===== src/rtl/riscv_pkg.sv =====
// Shared fetch-path types and constants for the instruction fetch stage.
package riscv_pkg;

    // Canonical NOP (addi x0, x0, 0) presented alongside a fetch trap.
    localparam logic [31:0] NOP_INST = 32'h00000013;

    // One decode-side entry: instruction word, its PC and the misaligned-fetch flag.
    typedef struct packed {
        logic [31:0] inst;
        logic [31:0] pc;
        logic        trap;
    } fetch_entry_t;

    // Fetch control states.
    typedef enum logic {
        STATE_RUN  = 1'b0,
        STATE_TRAP = 1'b1
    } fetch_state_t;

endpackage


===== src/rtl/if_fifo.sv =====
// Small synchronous FIFO of fetch entries with push/pop/flush and an occupancy count.
// Head entry is read straight from the storage registers (first-word fall-through).
module if_fifo
    import riscv_pkg::*;
#(
    parameter int DEPTH = 2,
    localparam int AW = $clog2(DEPTH)
) (
    input  logic         clk,
    input  logic         rst_n,
    input  logic         flush,
    input  logic         push,
    input  fetch_entry_t push_data,
    input  logic         pop,
    output fetch_entry_t head,
    output logic [AW:0]  count,
    output logic         empty
);

    fetch_entry_t   entries [DEPTH];
    logic [AW-1:0]  wr_ptr_reg;
    logic [AW-1:0]  rd_ptr_reg;
    logic [AW:0]    count_reg;
    logic           do_push;
    logic           do_pop;

    // Flush wins over both push and pop; popping an empty FIFO is a no-op.
    assign do_push = push && !flush;
    assign do_pop  = pop && !flush && (count_reg != '0);

    // Entry storage; cleared on reset so an empty FIFO presents all-zero fields.
    always_ff @(posedge clk or negedge rst_n) begin
        if (!rst_n) begin
            for (int i = 0; i < DEPTH; i++) begin
                entries[i] <= '0;
            end
        end else if (do_push) begin
            entries[wr_ptr_reg] <= push_data;
        end
    end

    // Pointers and count; DEPTH is a power of two so the pointers wrap naturally.
    always_ff @(posedge clk or negedge rst_n) begin
        if (!rst_n) begin
            wr_ptr_reg <= '0;
            rd_ptr_reg <= '0;
            count_reg  <= '0;
        end else if (flush) begin
            wr_ptr_reg <= '0;
            rd_ptr_reg <= '0;
            count_reg  <= '0;
        end else begin
            if (do_push) begin
                wr_ptr_reg <= wr_ptr_reg + 1'b1;
            end
            if (do_pop) begin
                rd_ptr_reg <= rd_ptr_reg + 1'b1;
            end
            count_reg <= count_reg + {{AW{1'b0}}, do_push} - {{AW{1'b0}}, do_pop};
        end
    end

    assign head  = entries[rd_ptr_reg];
    assign count = count_reg;
    assign empty = (count_reg == '0);

    // The fetch credit scheme guarantees a word never arrives for a full buffer.
    push_never_full: assert property (@(posedge clk) disable iff (!rst_n)
        do_push |-> (count_reg != (AW+1)'(DEPTH)));

endmodule


===== src/rtl/if_stage.sv =====
// Instruction fetch stage: owns the fetch PC, issues word-aligned requests to a
// latency-variable in-order imem, buffers returned words and hands
// {inst, pc, trap} to decode. Redirects flush the buffer and drop stale responses.
// Optional feature macro: IF_STAGE_BYPASS_EN (same-cycle forwarding of a response
// into an empty buffer). Default build: every word goes through the FIFO.
module if_stage
    import riscv_pkg::*;
#(
    parameter logic [31:0] RESET_ADDR = 32'h00000000,
    parameter int          DEPTH      = 2
) (
    input  logic        i_clk,
    input  logic        i_rst_n,
    output logic        o_imem_req_valid,
    input  logic        i_imem_req_ready,
    output logic [31:0] o_imem_req_addr,
    input  logic        i_imem_rsp_valid,
    input  logic [31:0] i_imem_rsp_data,
    input  logic        i_redirect_valid,
    input  logic [31:0] i_redirect_pc,
    output logic        o_inst_valid,
    input  logic        i_inst_ready,
    output logic [31:0] o_inst,
    output logic [31:0] o_inst_pc,
    output logic        o_inst_trap
);

    localparam int             CW          = $clog2(DEPTH) + 1;
    localparam logic [CW:0]    DEPTH_LIMIT = (CW+1)'(DEPTH);

    fetch_state_t   state_reg;
    fetch_state_t   state_next;
    logic [31:0]    fetch_pc_reg;
    logic [31:0]    fetch_pc_next;
    logic [CW-1:0]  inflight_reg;
    logic [CW-1:0]  inflight_next;
    logic [CW-1:0]  drop_reg;
    logic [CW-1:0]  drop_next;
    logic           trap_pend_reg;
    logic           trap_pend_next;

    fetch_entry_t   fifo_head;
    fetch_entry_t   fifo_wdata;
    logic [CW-1:0]  fifo_count;
    logic           fifo_empty;
    logic           fifo_push;
    logic           fifo_pop;

    logic [CW:0]    occupancy;
    logic           req_fire;
    logic           rsp_live;
    logic           bypass;
    logic           inst_pop;
    logic           redirect_trap;
    logic [31:0]    rsp_pc;

    assign occupancy     = {1'b0, inflight_reg} + {1'b0, fifo_count};
    assign rsp_live      = i_imem_rsp_valid && (drop_reg == '0);
    assign redirect_trap = (i_redirect_pc[1:0] != 2'b00);

    // Responses are in order, so a live response belongs to the oldest outstanding
    // request, which sits inflight words behind the next fetch address.
    assign rsp_pc = fetch_pc_reg - 32'({inflight_reg, 2'b00});

    // Request while there is room for every outstanding word; gated by reset so
    // the port is quiet while the stage is held in reset.
    assign o_imem_req_valid = i_rst_n && (state_reg == STATE_RUN)
                              && (occupancy < DEPTH_LIMIT) && !i_redirect_valid;
    assign o_imem_req_addr  = {fetch_pc_reg[31:2], 2'b00};
    assign req_fire         = o_imem_req_valid && i_imem_req_ready;

`ifdef IF_STAGE_BYPASS_EN
    assign bypass = fifo_empty && rsp_live && (state_reg == STATE_RUN);
`else
    assign bypass = 1'b0;
`endif

    // Decode-side presentation and next FSM state.
    always_comb begin
        state_next   = state_reg;
        o_inst_valid = 1'b0;
        o_inst       = fifo_head.inst;
        o_inst_pc    = fifo_head.pc;
        o_inst_trap  = 1'b0;
        case (state_reg)
            STATE_RUN: begin
                if (bypass) begin
                    o_inst_valid = 1'b1;
                    o_inst       = i_imem_rsp_data;
                    o_inst_pc    = rsp_pc;
                end else begin
                    o_inst_valid = !fifo_empty;
                    o_inst_trap  = fifo_head.trap;
                end
            end
            STATE_TRAP: begin
                o_inst_valid = trap_pend_reg;
                o_inst       = NOP_INST;
                o_inst_pc    = fetch_pc_reg;
                o_inst_trap  = trap_pend_reg;
            end
            default: begin
                state_next = STATE_RUN;
            end
        endcase
        if (i_redirect_valid) begin
            state_next = redirect_trap ? STATE_TRAP : STATE_RUN;
        end
    end

    // A pop coinciding with a redirect is discarded along with the rest of the stream.
    assign inst_pop   = o_inst_valid && i_inst_ready && !i_redirect_valid;
    assign fifo_pop   = inst_pop && (state_reg == STATE_RUN) && !bypass;
    assign fifo_push  = rsp_live && !i_redirect_valid && !(bypass && i_inst_ready);
    assign fifo_wdata = {i_imem_rsp_data, rsp_pc, 1'b0};

    // Request/response bookkeeping and redirect handling.
    always_comb begin
        inflight_next  = inflight_reg + CW'(req_fire) - CW'(i_imem_rsp_valid);
        drop_next      = drop_reg;
        fetch_pc_next  = fetch_pc_reg;
        trap_pend_next = trap_pend_reg;
        if (i_redirect_valid) begin
            drop_next      = inflight_next;
            fetch_pc_next  = i_redirect_pc;
            trap_pend_next = redirect_trap;
        end else begin
            if (i_imem_rsp_valid && (drop_reg != '0)) begin
                drop_next = drop_reg - 1'b1;
            end
            if (req_fire) begin
                fetch_pc_next = fetch_pc_reg + 32'd4;
            end
            if ((state_reg == STATE_TRAP) && inst_pop) begin
                trap_pend_next = 1'b0;
            end
        end
    end

    // FSM state register.
    always_ff @(posedge i_clk or negedge i_rst_n) begin
        if (!i_rst_n) begin
            state_reg <= STATE_RUN;
        end else begin
            state_reg <= state_next;
        end
    end

    // Fetch PC, outstanding-request and stale-response counters.
    always_ff @(posedge i_clk or negedge i_rst_n) begin
        if (!i_rst_n) begin
            fetch_pc_reg  <= RESET_ADDR;
            inflight_reg  <= '0;
            drop_reg      <= '0;
            trap_pend_reg <= 1'b0;
        end else begin
            fetch_pc_reg  <= fetch_pc_next;
            inflight_reg  <= inflight_next;
            drop_reg      <= drop_next;
            trap_pend_reg <= trap_pend_next;
        end
    end

    if_fifo #(
        .DEPTH (DEPTH)
    ) u_fifo (
        .clk       (i_clk),
        .rst_n     (i_rst_n),
        .flush     (i_redirect_valid),
        .push      (fifo_push),
        .push_data (fifo_wdata),
        .pop       (fifo_pop),
        .head      (fifo_head),
        .count     (fifo_count),
        .empty     (fifo_empty)
    );

    // A response can only answer a request that is still outstanding.
    rsp_needs_request: assert property (@(posedge i_clk) disable iff (!i_rst_n)
        i_imem_rsp_valid |-> (inflight_reg != '0));

endmodule


===== config.mk =====
export PLATFORM = sky130hd
export DESIGN_NAME = if_stage
export DESIGN_NICKNAME = d
export VERILOG_FILES = /design/src/rtl/riscv_pkg.sv /design/src/rtl/if_fifo.sv /design/src/rtl/if_stage.sv
export SDC_FILE = /design/constraint.sdc
export NUM_CORES = 1
export LEC_CHECK = 0
export ABC_AREA = 0
export CELL_PAD_IN_SITES_DETAIL_PLACEMENT = 1
export CELL_PAD_IN_SITES_GLOBAL_PLACEMENT = 2
export CORE_UTILIZATION = 35
export DETAILED_ROUTE_END_ITERATION = 10
export MAX_ROUTING_LAYER = met4
export PLACE_DENSITY_LB_ADDON = 0.1
export SYNTH_ARGS = -nofsm -noshare
export SYNTH_HDL_FRONTEND = slang
export SYNTH_SLANG_ARGS = --single-unit

===== constraint.sdc =====
create_clock -name i_clk -period 8.5 [get_ports i_clk]
set_input_delay 0.85 -clock i_clk [delete_from_list [all_inputs] [get_ports i_clk]]
set_output_delay 0.85 -clock i_clk [all_outputs]
set_load 0.02 [all_outputs]

==> out/metrics.yaml <==
relSlewSlack_pct: 23.5
cts_sinks: 170
critPathTopFamily: "buffers and inverters"
cp_data_required_time_ns: 7.65
area.growth.synth_to_final_pct: 23.5
synthMuxAreaShare_pct: 11.7
clk_pin_slew_ns: 0.08
critical-path-slowest-cell: "buf_4"
hpwl_um: 17000
worst-endpoint-arrival_ns: 3.05
worstReg2RegEnd: "drop_reg[1]"
cts_tree: "built"
drc: 0
dieArea_um2: 26700
die_w_um: 163
syn_avg_cell_area_um2: 9.08
num_rows: 58
cts_buffer_depth: 2
synth_cell_types: 52
nets: 1170
maxCapViolCount: 0
status: "completed"
setup_viol: 0
fin_skew_ns: 0.0160
drv_slew: 0
max_freq_ghz: 0.257
pin_count: 169
path_cells: "buf_4 > mux2i_1 > o21ai_0 > clkdlybuf4s50_1"
min_period_ns: 3.90
p_per_area_nw_per_um2: 255
gp_congestion: 0.770
finalCritPeriodShare_pct: 45.8
synth-warning-count: 0
hp-class: "in2async"
grt_use_total_pct: 21.2
max_stage_delay_ns: 0.80
synth-simple-area-share_pct: 20.2
root_buffer: "clkbuf_16"
synth_compound_area_share_pct: 9.80
synth-xor-area-share_pct: 3.36
tns_ns: 0
grt.overflow.total: 0
synth_top_family_by_area: "simple AND/OR/NAND/NOR gates"
cp-startpoint: "u_fifo.rd_ptr_reg"
drive_above_1_share_pct: 8.62
portBuffers: 166
postCtsResizedCells: 0
worst-path-buf-inv: 2
path_max_fanout: 48
yosysSeqAreaShare_pct: 46.6
synth_area_um2: 9130
synth_fa_ha_area_share_pct: 1.54
grt_max_degree: 101
dr_total_vias: 7321
synth_enable_flop_cells: 0
drt_pass1_iterations: 5
rsz0062_at_grt: "no"
coreArea_um2: 25400
power_mw: 2.88
fillers: 2944
netlist_instances: 1005
criticalPathCategory: "reg2out"
vias_per_cell: 5.11
htree_levels: 4
numCtsBuffers: 17
path_depth: 4
worstSetupEndpointType: "output port"
ant_nets: 0
r2r_cells: 13
yosys.area.top_type: "dfrtp_1"
ir_drop_v: 0.000140
drtIter0Drc: 351
synth_ff_type: "dfrtp_1"
utilization_pct: 44.4
synth-seq-cells: 170
p_leak_nw: 4.77
synth_async_sr_flop_share_pct: 100
worst_pin_slew_ns: 1.14
routed_wirelength_um: 26300
initial_core_util_pct: 35.9
r2r-start: "inflight_reg[0]"
netlist.area_leader.share_pct: 46.6
grt_pass1_vias: 7699
grt_pass1_wl_um: 42300
die_h_um: 163
wire_per_inst_um: 18.3
rrSetupSlack_ns: 4.92
clock_latency_ns: 0.43
diodes: 0
grt_antenna_before_repair: 0
start_kind: "flip-flop"
postCtsSetupBuffers: 0
largest_register_ffs: 128
finalHoldViolations: 0
ctsHoldBuffers: 0
synth_area_leaders: "dfrtp_1, nand2_1, mux2i_1, o21ai_0, mux2_2"
[area by class of cell]
cell class / instances / area [um^2] / share of cell area, %
well taps: 330 / 413 / 3.66
multi-input cells: 710 / 4270 / 37.9
repair buffers: 176 / 1730 / 15.4
flip-flops and latches: 170 / 4260 / 37.8
clock buffers: 18 / 429 / 3.81
clock inverters: 13 / 109 / 0.966
inverters: 15 / 56.3 / 0.499
[per-layer routing]
layer / part of all wire [%] / track usage [%] / routed length [um] / up-vias
met5: 0 / - / 0 / -
met4: 0.74 / 3.91 / 195 / 0
met3: 3.8 / 3.81 / 1010 / 15
met2: 48 / 34.4 / 12500 / 140
met1: 48 / 27.7 / 12600 / 3625
li1: - / - / - / 3541
[through the flow]
step	cell area [um^2]	cells	setup slack, ns	hold slack [ns]
3_5_place_dp	10700	1401	4.58	0.459
2_1_floorplan	9130	1006	5.60	0.438
3_3_place_gp	10700	1401	4.71	0.452
4_1_cts	11300	1432	4.53	0.390
5_1_grt	11300	1432	4.47	0.406
6_report	11300	1432	4.60	0.371
[synth_stat cells, types with 9 or more instances]
library cell / count
nand4_1: 10
mux2i_1: 64
dfrtp_1: 170
nor2b_1: 10
nor3_1: 22
nand2_1: 240
nor2_1: 56
xnor2_1: 26
clkbuf_1: 69
nand3_1: 16
o21ai_0: 103
inv_1: 15
mux2_2: 38
xor2_1: 9
buf_4: 32
o21ai_1: 9
[worst max-delay path by stage]
stage / endpoint / slack [ns]
after CTS: o_inst_pc[6] / 4.53
final: o_inst_pc[6] / 4.60
after floorplan: drop_reg[1] / 5.60
after global routing: o_inst_pc[16] / 4.47
after global placement: drop_reg[1] / 4.71
after detailed placement: drop_reg[1] / 4.58
[cell usage in the layout (no fill, tap or decap), types with 3 or more instances in the layout]
| master | synthesis | routed |
|---|---|---|
| and2_1 | 4 | 4 |
| clkinv_4 | 0 | 3 |
| mux2_2 | 38 | 38 |
| a22oi_1 | 7 | 7 |
| a41oi_1 | 3 | 3 |
| a21o_1 | 5 | 5 |
| clkinvlp_4 | 0 | 3 |
| inv_1 | 15 | 15 |
| nand3b_1 | 4 | 4 |
| clkbuf_16 | 0 | 17 |
| clkdlybuf4s50_1 | 0 | 164 |
| xnor2_1 | 26 | 26 |
| o211ai_1 | 8 | 8 |
| nor4_1 | 6 | 6 |
| nor2_1 | 56 | 56 |
| nand2_1 | 240 | 239 |
| a211o_1 | 5 | 5 |
| or4_1 | 5 | 5 |
| nand4_1 | 10 | 10 |
| a21oi_1 | 5 | 5 |
| nor3_1 | 22 | 21 |
| nor2b_1 | 10 | 10 |
| a32oi_1 | 3 | 3 |
| o21ai_0 | 103 | 103 |
| buf_4 | 32 | 10 |
| mux2i_1 | 64 | 64 |
| dfrtp_1 | 170 | 168 |
| nor4_2 | 3 | 3 |
| and3_1 | 8 | 8 |
| or3_1 | 4 | 3 |
| o21ai_1 | 9 | 9 |
| inv_6 | 0 | 5 |
| nand2b_1 | 4 | 4 |
| nand3_1 | 16 | 16 |
| ha_1 | 8 | 8 |
| xor2_1 | 9 | 9 |
| o311ai_0 | 3 | 3 |
[where the power goes]
| part | switching, mW | internal (mW) | total, mW |
|---|---|---|---|
| Sequential | 0.194 | 1.10 | 1.29 |
| Clock | 0.356 | 0.380 | 0.736 |
| Combinational | 0.447 | 0.406 | 0.853 |
| Total | 0.996 | 1.88 | 2.88 |
[worst register-to-register path, cell delays in order, from the launching register on]
cell	delay, ns
dfrtp_1	0.40
and2_1	0.18
fa_1	0.44
nor4b_1	0.35
and2_1	0.18
buf_4	0.27
inv_1	0.48
ha_1	0.47
inv_1	0.04
ha_1	0.18
xnor2_1	0.17
xnor2_1	0.16
nand2_1	0.08
o21ai_0	0.10
[cell families after synthesis]
kind of cell	Yosys count
flip-flops	170
AO/OA/AOI/OAI	155
other	1
AND/OR/NAND/NOR	406
adder cells (fa/ha/maj)	10
XOR/XNOR	35
multiplexers	102
buffers and inverters	126
Power figures use the tool's default switching activity.
